--- config.mk ---
export PLATFORM = sky130hd
export DESIGN_NAME = asrv32_fetch
export DESIGN_NICKNAME = d
export VERILOG_FILES = /design/src/rtl/asrv32_fetch.sv
export SDC_FILE = /design/constraint.sdc
export NUM_CORES = 1
export LEC_CHECK = 0
export ABC_AREA = 0
export BUFFER_PORTS_ARGS = -buffer_cell sky130_fd_sc_hd__buf_2
export CAP_MARGIN = 20
export CORE_MARGIN = 10
export CORE_UTILIZATION = 55
export CTS_CLUSTER_SIZE = 14
export DETAILED_ROUTE_END_ITERATION = 8
export PLACE_DENSITY = 0.8
export SYNTH_ARGS = -nofsm -noshare
export SYNTH_HDL_FRONTEND = slang
export SYNTH_SLANG_ARGS = --single-unit
--- constraint.sdc ---
create_clock -name i_clk -period 3.1 [get_ports i_clk]
set_input_delay 0.62 -clock i_clk [delete_from_list [all_inputs] [get_ports i_clk]]
set_output_delay 0.62 -clock i_clk [all_outputs]
set_load 0.1 [all_outputs]
--- src/rtl/asrv32_fetch.sv ---
// ASRV32 instruction fetch stage: PC, single-outstanding imem port, IF/ID register, skid buffer.
// Optional ASRV32_FETCH_MISALIGN_EN: misaligned redirects raise o_misaligned_ifid with a NOP.
module asrv32_fetch #(
    parameter logic [31:0] PC_RESET = 32'h0000_0000
) (
    input  logic        i_clk,
    input  logic        i_rst_n,
    output logic [31:0] o_iaddr,
    output logic        o_stb_inst,
    input  logic        i_ack_inst,
    input  logic [31:0] i_inst,
    output logic [31:0] o_inst_ifid,
    output logic [31:0] o_pc_ifid,
    output logic        o_ce,
`ifdef ASRV32_FETCH_MISALIGN_EN
    output logic        o_misaligned_ifid,
`endif
    input  logic        i_stall,
    input  logic        i_flush,
    input  logic        i_change_pc,
    input  logic [31:0] i_next_pc
);

    localparam logic [31:0] NOP = 32'h0000_0013;

    typedef enum logic [2:0] {
        S_START,
        S_FETCH,
        S_HOLD,
        S_DISCARD,
        S_IDLE
    } state_t;

    state_t      state_q, state_d;
    logic [31:0] pc_q, pc_d;
    logic [31:0] iaddr_q, iaddr_d;
    logic        stb_q, stb_d;
    logic [31:0] inst_q, inst_d;
    logic [31:0] pc_ifid_q, pc_ifid_d;
    logic        ce_q, ce_d;
    logic [31:0] skid_inst_q, skid_inst_d;
    logic [31:0] skid_pc_q, skid_pc_d;
    logic        skid_vld_q, skid_vld_d;
`ifdef ASRV32_FETCH_MISALIGN_EN
    logic        mis_q, mis_d;
`endif

    logic        ack;
    logic [31:0] redir_pc;
    logic        redir_mis;
    logic [31:0] pc_inc;

    assign ack    = stb_q & i_ack_inst;
    assign pc_inc = pc_q + 32'd4;

`ifdef ASRV32_FETCH_MISALIGN_EN
    assign redir_pc  = i_next_pc;
    assign redir_mis = (i_next_pc[1:0] != 2'b00);
`else
    assign redir_pc  = i_next_pc & 32'hFFFF_FFFC;
    assign redir_mis = 1'b0;
`endif

    always_comb begin
        state_d     = state_q;
        pc_d        = pc_q;
        iaddr_d     = iaddr_q;
        stb_d       = stb_q;
        inst_d      = inst_q;
        pc_ifid_d   = pc_ifid_q;
        ce_d        = ce_q;
        skid_inst_d = skid_inst_q;
        skid_pc_d   = skid_pc_q;
        skid_vld_d  = skid_vld_q;
`ifdef ASRV32_FETCH_MISALIGN_EN
        mis_d       = mis_q;
`endif
        if (i_change_pc) begin
            pc_d       = redir_pc;
            ce_d       = 1'b0;
            skid_vld_d = 1'b0;
`ifdef ASRV32_FETCH_MISALIGN_EN
            mis_d      = redir_mis;
`endif
            // An unacked request must still complete on the bus; its word is dropped later.
            if (stb_q && !i_ack_inst) begin
                state_d = S_DISCARD;
            end else if (redir_mis) begin
                iaddr_d = redir_pc;
                stb_d   = 1'b0;
                state_d = S_IDLE;
            end else begin
                iaddr_d = redir_pc;
                stb_d   = 1'b1;
                state_d = S_FETCH;
            end
            if (redir_mis) begin
                ce_d      = 1'b1;
                pc_ifid_d = i_next_pc;
                inst_d    = NOP;
            end
        end else begin
            if (i_flush) begin
                ce_d       = 1'b0;
                skid_vld_d = 1'b0;
            end
            case (state_q)
                S_START: begin
                    stb_d   = 1'b1;
                    iaddr_d = pc_q;
                    state_d = S_FETCH;
                end
                S_FETCH: begin
                    if (!i_flush) begin
                        if (i_stall) begin
                            if (ack) begin
                                skid_inst_d = i_inst;
                                skid_pc_d   = pc_q;
                                skid_vld_d  = 1'b1;
                                pc_d        = pc_inc;
                                iaddr_d     = pc_inc;
                                stb_d       = 1'b0;
                                state_d     = S_HOLD;
                            end
                        end else if (ack) begin
                            inst_d    = i_inst;
                            pc_ifid_d = pc_q;
                            ce_d      = 1'b1;
                            pc_d      = pc_inc;
                            iaddr_d   = pc_inc;
`ifdef ASRV32_FETCH_MISALIGN_EN
                            mis_d     = 1'b0;
`endif
                        end else begin
                            ce_d = 1'b0;
                        end
                    end
                end
                S_HOLD: begin
                    // A flush empties the buffer, so there is nothing left to wait for.
                    if (i_flush || !i_stall) begin
                        skid_vld_d = 1'b0;
                        stb_d      = 1'b1;
                        iaddr_d    = pc_q;
                        state_d    = S_FETCH;
                        if (!i_flush) begin
                            inst_d    = skid_inst_q;
                            pc_ifid_d = skid_pc_q;
                            ce_d      = skid_vld_q;
`ifdef ASRV32_FETCH_MISALIGN_EN
                            mis_d     = 1'b0;
`endif
                        end
                    end
                end
                S_DISCARD: begin
                    if (!i_flush && !i_stall) ce_d = 1'b0;
                    if (ack) begin
                        iaddr_d = pc_q;
                        stb_d   = 1'b1;
                        state_d = S_FETCH;
`ifdef ASRV32_FETCH_MISALIGN_EN
                        if (pc_q[1:0] != 2'b00) begin
                            stb_d   = 1'b0;
                            state_d = S_IDLE;
                        end
`endif
                    end
                end
                S_IDLE: begin
                    if (!i_flush && !i_stall) ce_d = 1'b0;
                end
                default: state_d = S_START;
            endcase
        end
    end

    always_ff @(posedge i_clk or negedge i_rst_n) begin
        if (!i_rst_n) begin
            state_q     <= S_START;
            pc_q        <= PC_RESET;
            iaddr_q     <= PC_RESET;
            stb_q       <= 1'b0;
            inst_q      <= 32'd0;
            pc_ifid_q   <= 32'd0;
            ce_q        <= 1'b0;
            skid_inst_q <= 32'd0;
            skid_pc_q   <= 32'd0;
            skid_vld_q  <= 1'b0;
`ifdef ASRV32_FETCH_MISALIGN_EN
            mis_q       <= 1'b0;
`endif
        end else begin
            state_q     <= state_d;
            pc_q        <= pc_d;
            iaddr_q     <= iaddr_d;
            stb_q       <= stb_d;
            inst_q      <= inst_d;
            pc_ifid_q   <= pc_ifid_d;
            ce_q        <= ce_d;
            skid_inst_q <= skid_inst_d;
            skid_pc_q   <= skid_pc_d;
            skid_vld_q  <= skid_vld_d;
`ifdef ASRV32_FETCH_MISALIGN_EN
            mis_q       <= mis_d;
`endif
        end
    end

    assign o_iaddr     = iaddr_q;
    assign o_stb_inst  = stb_q;
    assign o_inst_ifid = inst_q;
    assign o_pc_ifid   = pc_ifid_q;
    assign o_ce        = ce_q;
`ifdef ASRV32_FETCH_MISALIGN_EN
    assign o_misaligned_ifid = mis_q;
`endif

endmodule

# Word-level counts from Yosys, hierarchy flattened
# Index checks and enable logic that the tools add are counted.
# Widths: inputs -> output; s select.
dict set report word_totals {
  reg_bits 198
  inputBits 70
  wordCells 101
}
dict set report op_classes {
  addsub 1
  eq_ne 17
  muxes 52
  n_bitwise 3
  reduce_logical 18
}
# cell count
set op_table {}
lappend op_table {{$mux 32} 17}
lappend op_table {{$pmux 32 s2} 2}
lappend op_table {{$pmux 32 s4} 1}
lappend op_table {{$add 32x3->32 const B} 1}
lappend op_table {{$mux 1} 21}
lappend op_table {{$mux 3} 6}
lappend op_table {{$ne 3x3->1 const B} 5}
lappend op_table {{$pmux 3 s5} 1}
lappend op_table {{$ne 2x2->1 const B} 7}
lappend op_table {{$reduce_and 7->1} 2}
lappend op_table {{$reduce_and 6->1} 2}
lappend op_table {{$eq 3x2->1 const B} 2}
lappend op_table {{$reduce_bool 2->1} 3}
lappend op_table {{$reduce_and 5->1} 1}
lappend op_table {{$reduce_bool 5->1} 1}
lappend op_table {{$pmux 1 s4} 1}
lappend op_table {{$eq 3x1->1 const B} 1}
lappend op_table {{$eq 3x3->1 const B} 1}
lappend op_table {{$logic_not 1->1} 3}
lappend op_table {{$logic_not 3->1} 1}
lappend op_table {{$pmux 1 s3} 1}
lappend op_table {{$reduce_and 3->1} 1}
lappend op_table {{$logic_and 1x1->1} 2}
lappend op_table {{$mux 2} 1}
lappend op_table {{other kinds (6)} 7}

# Longest topological paths before layout
dict set report depth {
  ltp_word 6
  mapped_depth 10
}

# Worst setup path after synthesis
# No wires, ideal clock.
dict set report synth_path {
  kind {flip-flop to flip-flop}
  startpoint {reg stb_q, in the netlist o_stb_inst}
  endpoint {reg inst_q[0], in the netlist o_inst_ifid[0]}
  setup_ns 0.137
  arrival_time_ns 2.426
  t_required_ns 2.963
  path_slack_ns 0.537
  path_stages_with_launch 8
  n_path_buf 3
  period_less_slack_ns 2.563
  cell_sequence {dfrtp_1 nand2_1 o31ai_1 and4_1 clkbuf_1 clkbuf_1 buf_1 a21oi_1}
}
dict set report synth_between {
  elab_chain_cells 3
}
# element line
set synth_rtl {}
lappend synth_rtl {{start, declared} 37} ;# logic stb_q, stb_d;
lappend synth_rtl {{start signal, assigned} 197} ;# stb_q <= stb_d;
lappend synth_rtl {{$and 1x1->1} 53} ;# assign ack = stb_q & i_ack_inst;
lappend synth_rtl {{$ne 2x2->1 (no source line)} n/a}
lappend synth_rtl {{$reduce_and 7->1 (no source line)} n/a}
lappend synth_rtl {{end signal, assigned} 198} ;# inst_q <= inst_d;
lappend synth_rtl {{end, declared} 38} ;# logic [31:0] inst_q, inst_d;
# No other way between the ends.
# A chain may end at the register's enable or synchronous reset.

# Worst setup path after layout
dict set report layout_path {
  startpoint {reg pc_q[2]}
  endpoint {reg pc_q[30]}
}
dict set report layout_between {
  elab_chain_cells 5
}
# element line
set layout_rtl {}
lappend layout_rtl {{start, declared} 35} ;# logic [31:0] pc_q, pc_d;
lappend layout_rtl {{start signal, assigned} 195} ;# pc_q <= pc_d;
lappend layout_rtl {{$add 32x3->32} 54} ;# assign pc_inc = pc_q + 32'd4;
lappend layout_rtl {{$mux 32} {116, 125}}
lappend layout_rtl {{$mux 32} 114} ;# if (!i_flush) begin
lappend layout_rtl {{$mux 32} 107} ;# case (state_q)
lappend layout_rtl {{$mux 32} 78} ;# if (i_change_pc) begin
# No other way between the ends. The select of a mux whose other input is x is not followed.

==> results.md <==
- Overflow after GRT: 0
- Initial core utilization: 0.5642
- Area Overhead vs Synth: 18.39%
- Status: completed
- Crit Path Category: flop to flop
- Relative slew slack: 0.4378
- Share of cells above drive strength 1: 0.2681
- Critical path required time: 3450 ps
- Netlist cell types: 64
- Critical R2R Launch: pc_q[2]$_DFFE_PN0P_
- Row count: 47
- Critical path capture point type: flop
- Initial antenna violation count: 2
- Top FF cell, synth: dfrtp_1
- Clock slew at reported path FFs: 70 ps
- Largest net degree at the start of global routing: 79
- Post-cts gate resize count: 0
- Overall track demand over capacity in global routing: 0.2070
- Post-Synthesis Cells: 892
- Synth Register Bits: 190
- Hold_buf cts: 0
- Clock Root Buffer: clkbuf_16
- Reg-to-reg setup timing slack: 530 ps
- First-pass GRT wire length: 37460 µm
- Hold Path Class: input port to async pin
- Tcrit/Tclk final: 0.8287
- Number of global-route vias before repair: 7129
- Chip height: 150.7 µm
- CTS H-tree depth: 4
- Fmax: 389.2 MHz
- Setup WS pre-CTS: 574.5 ps
- Post-synth ARST share: 1.000
- Top post-synthesis cells by area: dfrtp_1 51%, mux2i_1 7.9%, mux2_2 5.8%
- Overall die area: 22700 µm²
- Wire per inst: 18.80 µm
- Starting DRT DRC Count: 448
- Io pins: 168
- Vias per cell: 5.738
- Buf+Inv Stages, Crit Path: 0
- Final ANT Viol Nets: 0
- Number of flops mapped to enable cells by yosys: 0
- CTS tree: built
- Max Cap Viol: 0
- Core area: 16640 µm²
- Largest stage delay on the critical path: 560 ps
- Maximum root-to-sink buffer count: 2
- Setup Viol. Count Final: 0
- Num CTS Buffers: 17
- Top Family by Delay on Critical Path: simple AND/OR/NAND/NOR gates
- Slowest CP cell: nor4_1
- Vias: 7230
- Placer Congestion: 0.9400
- Final Hold Violating Endpoints: 0
- RSZ-0062 raised after global routing: no
- Layout Skew: 9.305 ps
- TritonRoute pass-1 iters: 5
- Buffers on Ports: 163
- Setup TNS Final: 0 ps
- Worst Setup Start Kind: flop
- Area share of the largest cell type after synthesis: 0.5063
- Final HPWL DP: 16650 µm
- Post CTS Setup Buffer Count: 0
- Layout filler cell count: 1277
- Mapped Avg Cell Area: 10.53 µm²
- Final min period: 2569 ps
- Most frequent cell after synthesis: dfrtp_1
- Worst reg2reg path depth: 6
- Critical path arrival: 2920 ps
- Critical Path Fanout Max: 9
- Drt total wl: 23690 µm
- Layout Nets: 1100
- Mapped Area: 9390 µm²
- Final Max Slew Viols: 0
- DRC Markers: 0
- Clock tree sinks: 190
- Post-synth top area cell: dfrtp_1
- Ys Warns: 0
- Most instantiated cells after synthesis: 190 x dfrtp_1, 79 x nor2_1, 74 x mux2i_1
- Width of the die: 150.7 µm
- Worst r2r dst: pc_q[30]$_DFFE_PN0P_
- Cell Chain, Critical Path: ha_1 -> nand2_1 -> nor4_1 -> nand4_1 -> o31a_1 -> nor3_1
- Setup WS post-layout: 530.9 ps
- Worst-Skew Late Latency: 440 ps
- Sequential-to-total area share from yosys stat: 0.5063
- Least-Margin Pin Slew: 843.3 ps
-- metal layers --
metal  up-vias  track usage  share of wire
met3        36      0.04712          0.069
met4         0      0.07796          0.021
met5         -            0              0
li1       3438            -              -
met2       251       0.3186           0.46
met1      3505       0.2802           0.45
-- stage by stage --
step	instances	utilization	instance area (µm²)	hold WS, ps
2_1_floorplan	893	-	9394	324.4
6_report	1260	0.6680	11120	231.9
3_3_place_gp	1225	0.6283	10460	457.8
4_1_cts	1257	0.6675	11110	240.1
3_5_place_dp	1225	0.6283	10460	462.7
5_1_grt	1259	0.6678	11110	267.3
-- worst reg2reg max path, delay by kind of cell, from the launching register on --
kind | cells | cell delay (ps)
fa+ha+maj | 1 | 310
compound gates | 1 | 370
flops | 1 | 530
simple gates | 4 | 1270
-- state kept, by name, indices dropped and copies added (netlist names) --
register	count
skid_inst_q	32
pc_q	30
o_stb_inst	1
o_inst_ifid	32
o_iaddr	31
o_ce	1
skid_pc_q	30
o_pc_ifid	30
state_q	2
skid_vld_q	1
-- cells in the final DEF (no fill, tap or decap), types with 3 or more instances in the layout --
master | Yosys | routed
dfrtp_1 | 190 | 190
clkbuf_16 | 0 | 17
a2bb2oi_1 | 3 | 3
nand2_1 | 55 | 55
xnor2_1 | 19 | 19
and2_1 | 7 | 7
ha_1 | 6 | 5
o211ai_1 | 4 | 4
a21oi_1 | 72 | 72
nand4_1 | 19 | 19
o22ai_1 | 3 | 3
a21boi_0 | 3 | 3
buf_4 | 5 | 18
inv_1 | 15 | 15
mux2i_1 | 74 | 74
nor4_1 | 15 | 15
nor3_1 | 13 | 13
nor2_1 | 79 | 79
o21ai_0 | 33 | 33
diode_2 | 0 | 3
nand3_1 | 21 | 21
buf_12 | 0 | 5
a32o_1 | 3 | 3
buf_2 | 9 | 162
xor2_1 | 24 | 24
a21boi_1 | 4 | 3
nand2b_1 | 8 | 8
o31a_1 | 3 | 3
o31ai_1 | 6 | 6
nor2b_1 | 6 | 6
or3_1 | 7 | 7
bufinv_16 | 0 | 5
and3_1 | 10 | 10
o21ai_1 | 3 | 3
mux2_2 | 48 | 48
mux2_1 | 23 | 23
-- layout make-up --
cell class | instances | area, µm² | share of cell area
well taps | 220 | 275.3 | 0.02476
diodes | 3 | 7.507 | 0.0006753
clock inverters | 12 | 206.4 | 0.01857
repair buffers | 186 | 1060 | 0.09533
inverters | 15 | 56.30 | 0.005065
multi-input cells | 614 | 4310 | 0.3877
clock buffers | 20 | 446.7 | 0.04018
flip-flops and latches | 190 | 4755 | 0.4277
-- logic make-up after synthesis --
group                    Yosys count  synth area share
multiplexers                     145            0.1640
flip-flops                       190            0.5063
XOR/XNOR                          43           0.04011
adder cells (fa/ha/maj)            6          0.007994
AO/OA/AOI/OAI                    161            0.1037
buffers and inverters             89           0.03877
AND/OR/NAND/NOR                  257            0.1387
other                              1         0.0003994
-- worst max-delay path by stage --
stage,depth (start not counted),slack [ps],startpoint,to
2_1_floorplan,7,540,o_stb_inst$_DFFE_PN0P_,o_inst_ifid[0]$_DFFE_PN0P_
3_3_place_gp,5,590,pc_q[5]$_DFFE_PN0P_,o_iaddr[31]$_DFFE_PN0P_
3_5_place_dp,5,570,pc_q[5]$_DFFE_PN0P_,o_iaddr[31]$_DFFE_PN0P_
4_1_cts,5,540,pc_q[5]$_DFFE_PN0P_,o_iaddr[31]$_DFFE_PN0P_
5_1_grt,6,330,pc_q[2]$_DFFE_PN0P_,pc_q[30]$_DFFE_PN0P_
6_report,6,530,pc_q[2]$_DFFE_PN0P_,pc_q[30]$_DFFE_PN0P_
Power is left out: the tool's default activity adds up to more than one toggle a clock period on the data nets, which glitch-free logic cannot reach.
